[src/rtl/hazard_ctrl.sv]
// Stall/flush sequencing and EX operand forwarding for the 5-stage RV32I pipeline; all outputs are combinational
// from current inputs and registered FSM state, and a data-memory wait holds the whole pipeline until ready or timeout.
module hazard_ctrl #(
    parameter int         TIMEOUT  = 16,
    parameter int         CNT_W    = 5,
    parameter logic [1:0] LOAD_SRC = 2'b01
) (
    input  logic       clk,
    input  logic       rst,
    input  logic [4:0] Rs1D,
    input  logic [4:0] Rs2D,
    input  logic [4:0] Rs1E,
    input  logic [4:0] Rs2E,
    input  logic [4:0] RdE,
    input  logic [1:0] ResultSrcE,
    input  logic       PCSrcE,
    input  logic [4:0] RdM,
    input  logic [4:0] RdW,
    input  logic       RegWriteM,
    input  logic       RegWriteW,
    input  logic       MemReqM,
    input  logic       MemReadyM,
    output logic       StallF,
    output logic       StallD,
    output logic       StallE,
    output logic       StallM,
    output logic       FlushD,
    output logic       FlushE,
    output logic       FlushW,
    output logic [1:0] ForwardAE,
    output logic [1:0] ForwardBE,
    output logic       MemErr,
    output logic [1:0] State
);

    typedef enum logic [1:0] {
        RUN     = 2'b00,
        MEMWAIT = 2'b01,
        ERR     = 2'b10
    } state_t;

    localparam logic [CNT_W-1:0] CNT_LAST = CNT_W'(TIMEOUT - 1);
    localparam logic [CNT_W-1:0] CNT_MAX  = '1;
    localparam logic [CNT_W-1:0] CNT_ONE  = CNT_W'(1);

    state_t           stateQ;
    state_t           stateNext;
    logic [CNT_W-1:0] cnt;
    logic [CNT_W-1:0] cntNext;
    logic             memErrQ;
    logic             memErrNext;

    logic memWait;
    logic lwStall;

    // A dropped request counts as completion, so one term covers both exits from the wait.
    assign memWait = MemReqM && !MemReadyM;
    assign lwStall = (ResultSrcE == LOAD_SRC) && (RdE != 5'd0) &&
                     ((RdE == Rs1D) || (RdE == Rs2D));

    function automatic logic [1:0] fwdSel(
        input logic [4:0] rs,
        input logic       wrM,
        input logic [4:0] rdMem,
        input logic       wrW,
        input logic [4:0] rdWb
    );
        logic [1:0] sel;
        sel = 2'b00;
        if (wrM && (rdMem != 5'd0) && (rdMem == rs)) begin
            sel = 2'b10;
        end else if (wrW && (rdWb != 5'd0) && (rdWb == rs)) begin
            sel = 2'b01;
        end
        return sel;
    endfunction

    always_ff @(posedge clk or negedge rst) begin
        if (!rst) begin
            stateQ  <= RUN;
            cnt     <= '0;
            memErrQ <= 1'b0;
        end else begin
            stateQ  <= stateNext;
            cnt     <= cntNext;
            memErrQ <= memErrNext;
        end
    end

    always_comb begin
        stateNext  = stateQ;
        cntNext    = cnt;
        memErrNext = memErrQ;
        case (stateQ)
            RUN: begin
                if (memWait) begin
                    stateNext = MEMWAIT;
                    cntNext   = CNT_ONE;
                end
            end
            MEMWAIT: begin
                if (memWait) begin
                    cntNext = (cnt == CNT_MAX) ? cnt : cnt + CNT_ONE;
                    if (cnt == CNT_LAST) begin
                        stateNext  = ERR;
                        memErrNext = 1'b1;
                    end
                end else begin
                    stateNext = RUN;
                    cntNext   = '0;
                end
            end
            ERR: begin
                memErrNext = 1'b1;
            end
            default: begin
                stateNext = RUN;
                cntNext   = '0;
            end
        endcase
    end

    // RUN and MEMWAIT share one priority: memory wait, then taken branch, then load-use.
    always_comb begin
        StallF = 1'b0;
        StallD = 1'b0;
        StallE = 1'b0;
        StallM = 1'b0;
        FlushD = 1'b0;
        FlushE = 1'b0;
        FlushW = 1'b0;
        if (!rst) begin
            FlushD = 1'b1;
            FlushE = 1'b1;
            FlushW = 1'b1;
        end else if (stateQ == ERR || memWait) begin
            StallF = 1'b1;
            StallD = 1'b1;
            StallE = 1'b1;
            StallM = 1'b1;
            FlushW = 1'b1;
        end else if (PCSrcE) begin
            FlushD = 1'b1;
            FlushE = 1'b1;
        end else if (lwStall) begin
            StallF = 1'b1;
            StallD = 1'b1;
            FlushE = 1'b1;
        end
    end

    always_comb begin
        ForwardAE = 2'b00;
        ForwardBE = 2'b00;
        if (rst) begin
            ForwardAE = fwdSel(Rs1E, RegWriteM, RdM, RegWriteW, RdW);
            ForwardBE = fwdSel(Rs2E, RegWriteM, RdM, RegWriteW, RdW);
        end
    end

    assign MemErr = memErrQ;
    assign State  = stateQ;

endmodule

[config.mk]
export PLATFORM = sky130hd
export DESIGN_NAME = hazard_ctrl
export DESIGN_NICKNAME = d
export VERILOG_FILES = /design/src/rtl/hazard_ctrl.sv
export SDC_FILE = /design/constraint.sdc
export NUM_CORES = 1
export LEC_CHECK = 0
export CELL_PAD_IN_SITES_DETAIL_PLACEMENT = 0
export CELL_PAD_IN_SITES_GLOBAL_PLACEMENT = 1
export CORE_ASPECT_RATIO = 0.9
export CORE_UTILIZATION = 25
export CTS_CLUSTER_SIZE = 12
export DETAILED_ROUTE_END_ITERATION = 7
export PLACE_DENSITY = 0.87
export SETUP_SLACK_MARGIN = 0.2
export SLEW_MARGIN = 15
export SYNTH_ARGS = -nofsm -noshare
export SYNTH_HDL_FRONTEND = slang
export SYNTH_SLANG_ARGS = --single-unit
[constraint.sdc]
create_clock -name clk -period 2.1 [get_ports clk]
set_clock_uncertainty 0.15 [all_clocks]
set_input_delay 0.42 -clock clk [delete_from_list [all_inputs] [get_ports clk]]
set_output_delay 0.42 -clock clk [all_outputs]
set_load 0.02 [all_outputs]
==> results_dict.tcl <==
set metrics [dict create \
    clkLatencyLatePin_ns 0.23 \
    holdWs_ns 0.104 \
    reg2reg_depth 6 \
    synthCells 105 \
    cts.root.buffer_cell "sky130_fd_sc_hd__clkbuf_8" \
    critical-path-max-stage-delay_ns 0.53 \
    most_used_dff_post_synth "sky130_fd_sc_hd__dfrtp_1" \
    fin_util 0.568 \
    fmax_mhz 425 \
    post_synth_num_cell_types 31 \
    dp_wirelength_mm 2.48 \
    clock_tree.htree_level_count 1 \
    hold_buffers 0 \
    synth-xor-area-share 0.322 \
    vdd_ir_drop_max_uv 216 \
    tritoncts_clock_tree "built" \
    period_share 1.12 \
    timing.critical_path.to_type "output port" \
    timing_max_transition_violations_final 0 \
    cts_made_buffers 3 \
    synth_largest_area_cell "sky130_fd_sc_hd__xor2_1" \
    synth-edff-count 0 \
    synth_largest_type_area_fraction 0.254 \
    dr_total_vias 1069 \
    hp-class "in2async" \
    post_synth_and_or_nand_nor_area_fraction 0.244 \
    n_antenna_cell 0 \
    layout_common_cells "32 x sky130_fd_sc_hd__buf_4, 23 x sky130_fd_sc_hd__xor2_1, 19 x sky130_fd_sc_hd__buf_6" \
    layout_commonest_cell "sky130_fd_sc_hd__buf_4" \
    fill_cells 306 \
    pin_count_of_the_biggest_net_entering_global_routing 12 \
    initialDrtViolationCount 9 \
    async_reset_ff_frac 1.00 \
    floorplan.initialDensity 0.264 \
    post_route_cells_drive_above_1_share 0.568 \
    clock_sinks 8 \
    cp_num_buf_inv 4 \
    port_buffers 57 \
    yosys-mux-area-fraction 0.0237 \
    detail_route.vias_per_cell 4.53 \
    synth-seq-area-share 0.223 \
    crit_arrival_ns 1.78 \
    post-layout-total-power_uw 652 \
    synth_compound_area_frac 0.103 \
    grt_antenna_before_repair 0 \
    cap_viol_max_count 0 \
    violations "negative setup slack" \
    synth.avg_cell_area_um2 8.54 \
    num_io_pins 58 \
    worst-r2r-setup-slack_ns 0.37 \
    critical-path-top-delay-family "simple AND/OR/NAND/NOR gates" \
    p_leak_uw 0.000914 \
    first_global_vias 1184 \
    cts.reportedPaths.clkPinSlew_ns 0.04 \
    mappedNetlistNets 152 \
    rsz0062_at_grt "yes" \
    gpl.final_weighted_congestion 0.867 \
    dr.pass1.iters 3 \
    post_drt_wl_per_cell_um 13.1 \
    area_delta_synth_final_pct 115 \
    synth_fa_ha_area_frac 0.0418 \
    synthesis.area_um2 897 \
    crit_path_cell_trace "buf_6 -> or4_4 -> o21ai_4 -> buf_6 -> nor4_4 -> buf_4 -> and2_4 -> buf_6" \
    hold_viol 0 \
    fp.dieW_um 65.1 \
    fp.coreArea_mm2 0.00340 \
    clock_path_buffers 2 \
    critPathMostFrequentCell "sky130_fd_sc_hd__buf_6" \
    dpl_worst_slack_ns -1.03 \
    synth_seq_cells 8 \
    rows 20 \
    detail-route-antenna-nets 0 \
    grt_pass1_wl_mm 5.22 \
    timing.critical_path.slowest_stage_cell "sky130_fd_sc_hd__or4_4" \
    global_route_total_overflow 0 \
    criticalPathCategory "in2out" \
    num-nets-final 241 \
    die_height_um 58.8 \
    floorplan.die_area_mm2 0.00383 \
    powerDensity_mw_per_mm2 337 \
    tightest_slew_ns 0.361 \
    grt.total_usage 0.178 \
    routed_wirelength_mm 3.09 \
    cp.depth 8 \
    critical_path.max_fanout 2 \
    setup-violations-final 4 \
    max_slew_headroom_at_the_worst_pin 0.758 \
    remaining_drc_errors 0 \
    startpoint_type "input pin" \
    crit_required_ns 1.53 \
    status "complete, but fails checks" \
    ys_warn_count 0 \
    main_combinational_cell_family_by_area_after_synthesis "XOR/XNOR gates" \
    post_synth_main_area_contributors "sky130_fd_sc_hd__xor2_1 25%, sky130_fd_sc_hd__dfrtp_1 22%, sky130_fd_sc_hd__xnor2_1 6.8%, sky130_fd_sc_hd__ha_1 4.2%, sky130_fd_sc_hd__or4_1 4.2%" \
    timing.rr.end "cnt[3]" \
    post-route-worst-setup-slack_ns -0.255 \
    worst_r2r_startpoint "cnt[0]" \
    min_period_ns 2.35 \
]
==> worst reg2reg max path, delay by kind of cell, from the launching register on <==
kind            cells  cell delay [ns]
simple gates        2             0.37
compound gates      1             0.17
fa+ha+maj           2             0.40
flops               1             0.41
xor+xnor            1             0.16
==> metal layers <==
metal | global-route usage | wire, µm | up-vias
met5 | 0 | 0 | -
met4 | 0.0404 | 43 | 0
met3 | 0.0194 | 90 | 4
met2 | 0.366 | 1780 | 32
met1 | 0.191 | 1170 | 498
li1 | - | - | 535
==> repair_timing <==
action,CTS,global route
endpoints found under the setup margin,12,13
pin swaps,29,30
gates resized for setup,157,70
setup buffers,5,2
==> power breakdown <==
part / internal [µW] / switching (µW) / total (µW)
registers: 161 / 6.32 / 167
clock network: 124 / 59.5 / 184
logic: 164 / 137 / 301
total: 449 / 203 / 652
==> metrics by stage <==
step | std cells | instance area [µm²] | TNS, ns
3_5_place_dp | 226 | 1760 | -8.15
6_report | 236 | 1930 | -0.708
3_3_place_gp | 226 | 1760 | -7.84
2_1_floorplan | 105 | 983 | 0
4_1_cts | 234 | 1900 | -1.03
5_1_grt | 236 | 1930 | -0.887
==> synth_stat cells (2+ instances only) <==
cell                       number
sky130_fd_sc_hd__and2_2         2
sky130_fd_sc_hd__buf_4          2
sky130_fd_sc_hd__clkbuf_1       2
sky130_fd_sc_hd__dfrtp_1        8
sky130_fd_sc_hd__ha_1           3
sky130_fd_sc_hd__inv_1          4
sky130_fd_sc_hd__nand2_1        7
sky130_fd_sc_hd__nand2b_1       2
sky130_fd_sc_hd__nand3_1        5
sky130_fd_sc_hd__nor2_1         4
sky130_fd_sc_hd__nor2b_1        2
sky130_fd_sc_hd__nor3_1         2
sky130_fd_sc_hd__nor4_1         2
sky130_fd_sc_hd__nor4_2         2
sky130_fd_sc_hd__o21ai_0        2
sky130_fd_sc_hd__o22ai_1        3
sky130_fd_sc_hd__o31ai_1        3
sky130_fd_sc_hd__or2_2          2
sky130_fd_sc_hd__or4_1          5
sky130_fd_sc_hd__xnor2_1        7
sky130_fd_sc_hd__xor2_1        26
==> worst max-delay path by stage <==
stage,slack (ns),from,endpoint
after floorplan,0.02,RdW[2],ForwardAE[0]
after global placement,-0.97,RdW[3],ForwardBE[0]
after detailed placement,-1.03,RdW[4],ForwardBE[0]
after CTS,-0.33,RdM[3],ForwardAE[0]
after global routing,-0.29,RdM[1],ForwardAE[1]
final,-0.25,RdM[1],ForwardAE[1]
==> registers in the layout, summed over array words and instances (netlist names) <==
name / flops
State: 2
cnt: 5
MemErr: 1
==> cells by family (layout without fill, tap and decap cells) <==
logic type,after synthesis,after routing
AND/OR/NAND/NOR,37,37
XOR/XNOR,33,33
buffers and inverters,8,95
multiplexers,2,2
adder cells (fa/ha/maj),3,3
flip-flops,8,8
AO/OA/AOI/OAI,14,14
==> cell type report <==
type	instances	area, µm²	area share
sequential	8	200	0.104
tap	44	55.1	0.0285
inverter	4	15.0	0.00777
timing repair buffer	88	737	0.381
multi-input combinational	89	885	0.458
clock buffer	3	41.3	0.0214
Note: power is estimated with default switching activity, not from simulation.
